$ cat src/rtl/iguana_eoc_monitor.sv
// rtl/iguana_eoc_monitor.sv - multi-channel EOC monitor with power-up sequencer, timeout and progress ticks
// Optional all-channels-must-report mode: IGUANA_EOC_ALL_EN.
module iguana_eoc_monitor #(
  parameter int NumChannels    = 2,
  parameter int DataWidth      = 32,
  parameter int PowerupCycles  = 60000,
  parameter int NumItvs        = 5,
  parameter int TimeoutCycles  = 1000000,
  parameter int ProgressCycles = 100000,
  localparam int ItvW  = $clog2(NumItvs + 1),
  localparam int ChanW = (NumChannels > 1) ? $clog2(NumChannels) : 1
) (
  input  logic                             clk_i,
  input  logic                             rst_ni,
  input  logic                             start_i,
  input  logic                             clear_i,
  input  logic [NumChannels-1:0]           eoc_valid_i,
  input  logic [NumChannels*DataWidth-1:0] eoc_data_i,
  output logic                             powerup_done_o,
  output logic                             itv_tick_o,
  output logic [ItvW-1:0]                  itv_idx_o,
  output logic                             progress_tick_o,
  output logic                             busy_o,
  output logic                             done_o,
  output logic                             timeout_o,
  output logic                             pass_o,
  output logic [DataWidth-2:0]             exit_code_o,
`ifdef IGUANA_EOC_ALL_EN
  output logic [NumChannels-1:0]           reported_o,
`endif
  output logic [ChanW-1:0]                 exit_chan_o
);

  localparam int PuW = $clog2(PowerupCycles + 1);
  localparam int ToW = $clog2(TimeoutCycles + 1);
  localparam int PgW = $clog2(ProgressCycles + 2);
  localparam logic [PuW-1:0] PuTotal  = PuW'(PowerupCycles);
  localparam logic [PuW-1:0] PuLen    = PuW'(PowerupCycles / NumItvs);
  localparam logic [PuW-1:0] FirstEnd = (NumItvs == 1) ? PuTotal : PuLen;

  typedef enum logic [2:0] {S_IDLE, S_POWERUP, S_RUN, S_DONE, S_TIMEOUT} state_t;
  state_t state_q;

  // pu_cnt_q holds the 1-based number of the current power-up cycle; end_q the next interval end
  logic [PuW-1:0] pu_cnt_q, end_q;
  logic [ToW-1:0] to_cnt_q;
  logic [PgW-1:0] pg_cnt_q;

  logic [PuW-1:0]  adv_cyc, adv_end, end_next;
  logic [ItvW-1:0] adv_idx, idx_next;
  logic            itv_hit;

  // Interval bookkeeping for the upcoming cycle; from IDLE it is evaluated for cycle 1
  always_comb begin
    adv_cyc  = (state_q == S_POWERUP) ? pu_cnt_q + 1'b1 : PuW'(1);
    adv_end  = (state_q == S_POWERUP) ? end_q : FirstEnd;
    adv_idx  = (state_q == S_POWERUP) ? itv_idx_o : '0;
    itv_hit  = (adv_cyc == adv_end);
    idx_next = adv_idx;
    end_next = adv_end;
    if (itv_hit) begin
      idx_next = (adv_idx == ItvW'(NumItvs)) ? adv_idx : adv_idx + 1'b1;
      end_next = (int'(adv_idx) + 2 >= NumItvs) ? PuTotal : adv_end + PuLen;
    end
  end

  logic [ToW-1:0] to_next;
  logic [PgW-1:0] pg_next;
  logic           to_hit, pg_hit;

  assign to_next = to_cnt_q + 1'b1;
  assign pg_next = pg_cnt_q + 1'b1;
  assign to_hit  = (to_next == ToW'(TimeoutCycles));
  assign pg_hit  = (ProgressCycles != 0) && (pg_next == PgW'(ProgressCycles));

  logic                 rep_hit;
  logic [ChanW-1:0]     rep_chan;
  logic [DataWidth-2:0] rep_code;

`ifdef IGUANA_EOC_ALL_EN
  logic [NumChannels-1:0] reported_q, rep_vec;
  logic [DataWidth-2:0]   acc_q, or_code;

  // Run completes once every channel has reported; the newest reporter with the highest index is named
  always_comb begin
    rep_vec  = '0;
    or_code  = '0;
    rep_chan = '0;
    for (int k = 0; k < NumChannels; k++) begin
      rep_vec[k] = eoc_valid_i[k] && eoc_data_i[k*DataWidth];
      if (rep_vec[k]) begin
        or_code = or_code | eoc_data_i[k*DataWidth+1 +: DataWidth-1];
        if (!reported_q[k]) rep_chan = ChanW'(k);
      end
    end
    rep_hit  = &(reported_q | rep_vec);
    rep_code = acc_q | or_code;
  end

  assign reported_o = reported_q;
`else
  // Descending scan so the lowest reporting index is the one left standing
  always_comb begin
    rep_hit  = 1'b0;
    rep_chan = '0;
    rep_code = '0;
    for (int k = NumChannels - 1; k >= 0; k--) begin
      if (eoc_valid_i[k] && eoc_data_i[k*DataWidth]) begin
        rep_hit  = 1'b1;
        rep_chan = ChanW'(k);
        rep_code = eoc_data_i[k*DataWidth+1 +: DataWidth-1];
      end
    end
  end
`endif

  assign busy_o = (state_q == S_POWERUP) || (state_q == S_RUN);
  assign pass_o = done_o && (exit_code_o == '0);

  always_ff @(posedge clk_i or negedge rst_ni) begin
    if (!rst_ni) begin
      state_q         <= S_IDLE;
      pu_cnt_q        <= '0;
      end_q           <= '0;
      to_cnt_q        <= '0;
      pg_cnt_q        <= '0;
      itv_idx_o       <= '0;
      itv_tick_o      <= 1'b0;
      progress_tick_o <= 1'b0;
      powerup_done_o  <= 1'b0;
      done_o          <= 1'b0;
      timeout_o       <= 1'b0;
      exit_code_o     <= '0;
      exit_chan_o     <= '0;
`ifdef IGUANA_EOC_ALL_EN
      reported_q      <= '0;
      acc_q           <= '0;
`endif
    end else if (clear_i) begin
      state_q         <= S_IDLE;
      pu_cnt_q        <= '0;
      end_q           <= '0;
      to_cnt_q        <= '0;
      pg_cnt_q        <= '0;
      itv_idx_o       <= '0;
      itv_tick_o      <= 1'b0;
      progress_tick_o <= 1'b0;
      powerup_done_o  <= 1'b0;
      done_o          <= 1'b0;
      timeout_o       <= 1'b0;
      exit_code_o     <= '0;
      exit_chan_o     <= '0;
`ifdef IGUANA_EOC_ALL_EN
      reported_q      <= '0;
      acc_q           <= '0;
`endif
    end else begin
      itv_tick_o      <= 1'b0;
      progress_tick_o <= 1'b0;
      case (state_q)
        S_IDLE: begin
          if (start_i) begin
            state_q    <= S_POWERUP;
            pu_cnt_q   <= adv_cyc;
            end_q      <= end_next;
            itv_idx_o  <= idx_next;
            itv_tick_o <= itv_hit;
            to_cnt_q   <= '0;
            pg_cnt_q   <= '0;
`ifdef IGUANA_EOC_ALL_EN
            reported_q <= '0;
            acc_q      <= '0;
`endif
          end
        end
        S_POWERUP: begin
          to_cnt_q <= to_next;
          pg_cnt_q <= pg_hit ? '0 : pg_next;
          if (to_hit) begin
            state_q   <= S_TIMEOUT;
            timeout_o <= 1'b1;
          end else begin
            progress_tick_o <= pg_hit;
            if (pu_cnt_q == PuTotal) begin
              state_q        <= S_RUN;
              powerup_done_o <= 1'b1;
            end else begin
              pu_cnt_q   <= adv_cyc;
              end_q      <= end_next;
              itv_idx_o  <= idx_next;
              itv_tick_o <= itv_hit;
            end
          end
        end
        S_RUN: begin
          to_cnt_q <= to_next;
          pg_cnt_q <= pg_hit ? '0 : pg_next;
`ifdef IGUANA_EOC_ALL_EN
          reported_q <= reported_q | rep_vec;
          acc_q      <= acc_q | or_code;
`endif
          if (rep_hit) begin
            state_q     <= S_DONE;
            done_o      <= 1'b1;
            exit_code_o <= rep_code;
            exit_chan_o <= rep_chan;
          end else if (to_hit) begin
            state_q   <= S_TIMEOUT;
            timeout_o <= 1'b1;
          end else begin
            progress_tick_o <= pg_hit;
          end
        end
        default: ;
      endcase
    end
  end

endmodule
$ cat config.mk
export PLATFORM = sky130hd
export DESIGN_NAME = iguana_eoc_monitor
export DESIGN_NICKNAME = d
export VERILOG_FILES = /design/src/rtl/iguana_eoc_monitor.sv
export SDC_FILE = /design/constraint.sdc
export NUM_CORES = 1
export LEC_CHECK = 0
export CORE_ASPECT_RATIO = 0.9
export CORE_MARGIN = 2
export CORE_UTILIZATION = 50
export DETAILED_ROUTE_END_ITERATION = 10
export GPL_TIMING_DRIVEN = 0
export PLACE_DENSITY_LB_ADDON = 0.08
export SYNTH_ARGS = -nofsm -noshare
export SYNTH_HDL_FRONTEND = slang
export SYNTH_SLANG_ARGS = --single-unit
$ cat constraint.sdc
create_clock -name clk_i -period 7.7 [get_ports clk_i]
set_input_delay 1.54 -clock clk_i [delete_from_list [all_inputs] [get_ports clk_i]]
set_output_delay 1.54 -clock clk_i [all_outputs]
set_load 0.02 [all_outputs]
* Word level (Yosys, flattened, before mapping)
Cells that the tools add are included.
Storage, ports and cells: output and inout port bits 42, word-level logic and storage cells 122, register bits after elaboration 112
Operators by class: reduce and logical (&&, ||, !) cells 21, add/subtract/negate cells 6, equality and inequality tests 14, order comparisons 1, muxes and demuxes 67
Operator list (count):
- 16-bit 2-to-1 mux | 12
- 31-bit 2-to-1 mux | 5
- 16-bit one-hot mux with 2 select lines | 2
- 17-bit 2-to-1 mux | 3
- 20-bit 2-to-1 mux | 2
- 20-bit one-hot mux with 2 select lines | 1
- 3-bit 2-to-1 mux | 13
- 17-bit one-hot mux with 2 select lines | 1
- 31-bit logical NOT | 1
- 1-bit 2-to-1 mux | 23
- 20-bit by 1-bit adder with 20-bit output, second input constant | 1
- 20-bit == test, second input constant | 1
- 17-bit by 1-bit adder with 17-bit output, second input constant | 1
- 17-bit == test, second input constant | 1
- 16-bit by 1-bit adder with 16-bit output, second input constant | 1
- 16-bit by 14-bit adder with 16-bit output, second input constant | 1
- 16-bit == test | 1
- 16-bit == test, second input constant | 1
- 3-bit inequality test, second input constant | 4
- 3-bit one-hot mux with 3 select lines | 1
- 3-bit nonzero test | 3
- 4-bit AND reduction | 2
- 2-bit nonzero test | 4
- 1-bit one-hot mux with 2 select lines | 3
- 17 further kinds | 21

* Depth between registers and ports, before layout
Gate-level depths: netlist of run 1.
depth after elaboration 10, mapped depth 12, mapped depth without buffers 11

* Least setup slack after synthesis of run 1
OpenSTA, ideal clock, no wires.
kind input -> register, start in clear_i, end reg pg_cnt_q[10], stages 6, setup time 0.124 ns, slack 4.751 ns, data arrival time 2.825 ns, data required time 7.576 ns, cells stage by stage clkbuf_1 clkinv_1 nand2_1 clkbuf_1 nor3_1 a211o_1
On the way: cells in the longest elaborated chain, start to end 2, elaborated cells on any way between the ends 4
RTL lines:
- from (decl) | line 16 | input logic clear_i,
- 3-bit inequality test (no source line) or 3-bit nonzero test (tied branches)
- 2-bit AND reduction (no source line)
- to (signal assigned) | line 178 | pg_cnt_q <= pg_hit ? '0 : pg_next;
- to (signal assigned) | line 197 | pg_cnt_q <= pg_hit ? '0 : pg_next;
- to (decl) | line 47 | logic [PgW-1:0] pg_cnt_q;
Parallel ways exist; a longest one is shown, timed or not. A chain may end at the register's enable or synchronous reset.

* Worst setup path after layout of run 1
start in clear_i, end reg pg_cnt_q[7]
The elaborated chain is that of the path after synthesis.

==> results of run 1 <==
[power groups by stage]
stage	logic, mW	clock network (mW)	registers (mW)
after floorplan	0.462	0	0.736
after global placement	0.769	0	0.725
after detailed placement	0.778	0	0.725
after CTS	0.781	0.535	0.714
after global routing	0.864	0.559	0.725
final	0.791	0.528	0.716
[metal layers]
metal	GRT usage, %	wire length, um	share of wire [%]	vias up
met5	0	0	0	-
met4	7.53	439	2.0	0
met3	7.58	1770	7.9	43
met2	44.4	10200	45	302
met1	40.5	10100	45	3559
li1	-	-	-	3547
[stage by stage]
step           cell area (um2)  setup WS [ns]  hold slack (ns)
6_report                  9120           3.56            0.507
4_1_cts                   9120           3.63            0.511
5_1_grt                   9120           3.47            0.542
2_1_floorplan             7400           4.75            0.465
3_5_place_dp              8790           3.27            0.497
3_3_place_gp              8760          0.559            0.487
[cell usage after synthesis (all sizes together), types with 13 or more instances]
| master | instances | area, um2 |
|---|---|---|
| nand4 | 26 | 175 |
| nor4 | 21 | 189 |
| clkbuf | 51 | 191 |
| a22oi | 33 | 248 |
| and2 | 15 | 93.8 |
| nor2 | 99 | 372 |
| or3 | 13 | 81.3 |
| dfrtp | 112 | 2800 |
| buf | 19 | 114 |
| nand2 | 74 | 285 |
| o21ai | 81 | 405 |
| a21oi | 33 | 173 |
| a211oi | 42 | 320 |
| nor3 | 13 | 70.1 |
| nand3 | 35 | 180 |
| o31ai | 20 | 150 |
| inv | 17 | 63.8 |
[worst register-to-register path: stages, from the launching register on]
cell and delay [ns]:
dfrtp_1 0.51, ha_1 0.31, and4_1 0.20, clkbuf_1 0.34, o2111ai_1 0.20, a211oi_2 0.33
and4_1 0.28, nand4_1 0.22, or3_1 0.42, clkbuf_1 0.19, nor2_1 0.42, a311oi_1 0.17
[cell type report]
| type | instances | share of cell area [%] |
|---|---|---|
| clock inverter | 5 | 0.947 |
| tap | 198 | 2.72 |
| timing repair buffer | 112 | 12.5 |
| clock buffer | 10 | 2.62 |
| inverter | 18 | 0.741 |
| buffer | 70 | 3.35 |
| multi-input combinational | 676 | 46.4 |
| sequential | 112 | 30.7 |
[path summary, 6_finish.rpt]
check | slack [ns] | from | cells past startpoint | end
worst min-delay path | 0.51 | to_cnt_q[19] | 1 | to_cnt_q[19]
worst min register to register | 0.51 | to_cnt_q[19] | 1 | to_cnt_q[19]
min in group asynchronous | 1.14 | rst_ni | 1 | to_cnt_q[5]
worst max register to register | 3.97 | pu_cnt_q[0] | 11 | end_q[9]
max in group asynchronous | 5.90 | rst_ni | 2 | exit_code_o[12]
worst max-delay path | 3.56 | clear_i | 8 | pg_cnt_q[7]
[flip-flops by register name (all words and copies together) (netlist names), 3 cells and up]
| signal | flops |
|---|---|
| pg_cnt_q | 17 |
| to_cnt_q | 20 |
| itv_idx_o | 3 |
| state_q | 3 |
| pu_cnt_q | 16 |
| exit_code_o | 31 |
| end_q | 16 |
[kinds of logic (layout without fill, tap and decap cells)]
family	count (synthesis)	after routing	share of synthesized area [%]
and+or+nand+nor	351	351	25.6
AOI/OAI and AO/OA	287	287	26.3
DFF	112	112	37.9
buffers and inverters	88	215	5.04
xor gates and xnor gates	23	23	2.91
muxes	8	8	1.15
adders and majority gates	7	7	1.18
==> results.md, run 1 <==
Power
- switching portion of total power: 39.7%
- relative contribution of combinational cells to total power: 38.9%
- Max IR drop VDD: 153 uV
- Cell Int Power: 1.23 mW
- power after layout: 2.03 mW
- power density of the placed cells: 223 nW/um2
- clock share of power: 25.9%
- sw power: 0.809 mW
- sequential share of power: 35.2%
- static leakage: 3.58 nW

Cells and area
- post-route core utilization: 62.4%
- antenna cell count: 0
- area of combinational cells with multiple inputs: 4230 um2
- Seq. cell area: 2800 um2
- Fillers: 1,361
- proportion of layout cells with a drive suffix above 1: 5.48%
- most frequent standard cell in the layout excluding fill and tap cells: dfrtp_1
- relative area change from synthesis to final layout: 23.1%
- commonest cells after routing, fill and taps aside: dfrtp_1 (112), clkdlybuf4s50_1 (110), nor2_1 (99)
- Post-Layout Cell Count: 1,201
- net count reported at finish: 1,076

Placed design
- number of buffers inserted by port buffering: 111
- Placer Congestion: 0.944
- placed instance count: 1,186
- placed wire-length estimate after detailed placement: 16,400 um

STA
- unrepaired setup endpoints after global routing: no
- Clock Skew: 0.0124 ns
- final period utilization: 53.7%
- fmax: 0.242 GHz
- Worst slew margin: 44.5%
- final total negative setup slack: 0 ns
- total setup violations reported at the end of the flow: 0
- number of pins with negative max-slew slack in the final report: 0
- transition at the pin with the smallest max-transition slack: 0.831 ns
- Hold Violations, Final: 0
- time the worst path needs with I/O delays and setup: 4.14 ns

Routing
- router iterations before antenna repair: 5
- number of routed nets with antenna violations: 0
- initial drt markers: 612
- Routed wire per std cell: 18.7 um
- DRC: 0
- vias after detailed routing: 7,451
- total detailed-routing wirelength: 22,500 um
- detail-routed via count per cell: 6.20

Floorplanning
- count of pins on the block boundary: 112
- die height: 119 um
- floorplan core area: 14,600 um2
- area of the die: 15,800 um2
- horizontal die dimension: 132 um
- initial core utilization: 50.7%
- number of rows created at floorplan: 42

CTS
- cts bufs inserted: 9
- Clk Tree Root Cell: clkbuf_16
- count of buffers added by post-CTS timing repair for setup: 0
- clock-pin slew on the worst setup and hold paths: 0.08 ns
- clock buffer depth: 2
- CTS sink count: 112
- clock tree from TritonCTS: yes
- count of hold-fix buffers inserted at cts: 0
- CTS H-tree lvls: 3
- number of gates resized after CTS: 0
- clock latency at the later pin of the worst-skew pair: 0.36 ns

Synthesis
- sequential fraction of the synthesis area: 37.9%
- number of register bits inferred by synthesis: 112
- number of synthesized flops with an enable pin: 0
- synthesized area divided by synthesized cell count: 8.45 um2
- nets in the synthesized netlist: 953
- distinct cell type count after synthesis: 86
- top_reg_cell synth: dfrtp_1
- count of warnings emitted by yosys: 0
- Gate Count Post-Synth: 876
- share of flip-flops with an asynchronous set or reset: 100%
- Post-Syn Area: 7400 um2

Global routing
- pin count of the biggest net entering global routing: 59
- initial antenna violation count: 0
- number of global-route vias before repair: 6,943
- GRT overflow: 0
- total routing resource utilization after global routing: 28.8%
- global-route wire length before repair: 36,600 um

Run
- max-capacitance violation count: 0

Critical path
- endpoint kind of the worst setup timing path: flip-flop
- Crit Path Category: in2reg
- Slowest cell on crit path: clkbuf_1
- Req. time, crit path: 7.92 ns
- Worst path top cell family by delay: buffers and inverters
- startpoint kind of the worst setup timing path: input port
- Cell Chain, Critical Path: clkdlybuf4s50_1, clkbuf_1, clkinv_1, nand2_1, clkbuf_1, nor2_1, nand3_1, o311ai_1
- buffers plus inverters on the worst setup path: 4
- highest net fanout along the worst path: 10
- delay contributed by the slowest stage of the critical path: 0.57 ns
- Worst Path Arrival: 4.36 ns
- Top cell by count, worst path: clkbuf_1

Min path
- worst hold path class: reg2reg

Run status
- run status: finished, final reports clean

(Power assumes the default switching activity.)
==> run 2, diff against run 1 <==
==> constraint.sdc (replaced) <==
create_clock -name clk_i -period 4 [get_ports clk_i]
set_input_delay 0.8 -clock clk_i [delete_from_list [all_inputs] [get_ports clk_i]]
set_output_delay 0.8 -clock clk_i [all_outputs]
set_load 0.02 [all_outputs]
==> results of run 2 <==
The final DEF is identical to that of run 1. Status: finished, final reports clean.
Among the figures that moved: setup slack after placement 3.27 ns -> 0.312 ns; setup slack after layout 3.56 ns -> 0.275 ns; hold slack 0.507 ns -> 0.403 ns; start point of the critical path clear_i -> pu_cnt_q[0]; end point of the critical path pg_cnt_q[7] -> end_q[9]; register-to-register setup slack 3.97 ns -> 0.27 ns; total power 2.03 mW -> 3.92 mW; worst IR drop on VDD 153 uV -> 294 uV
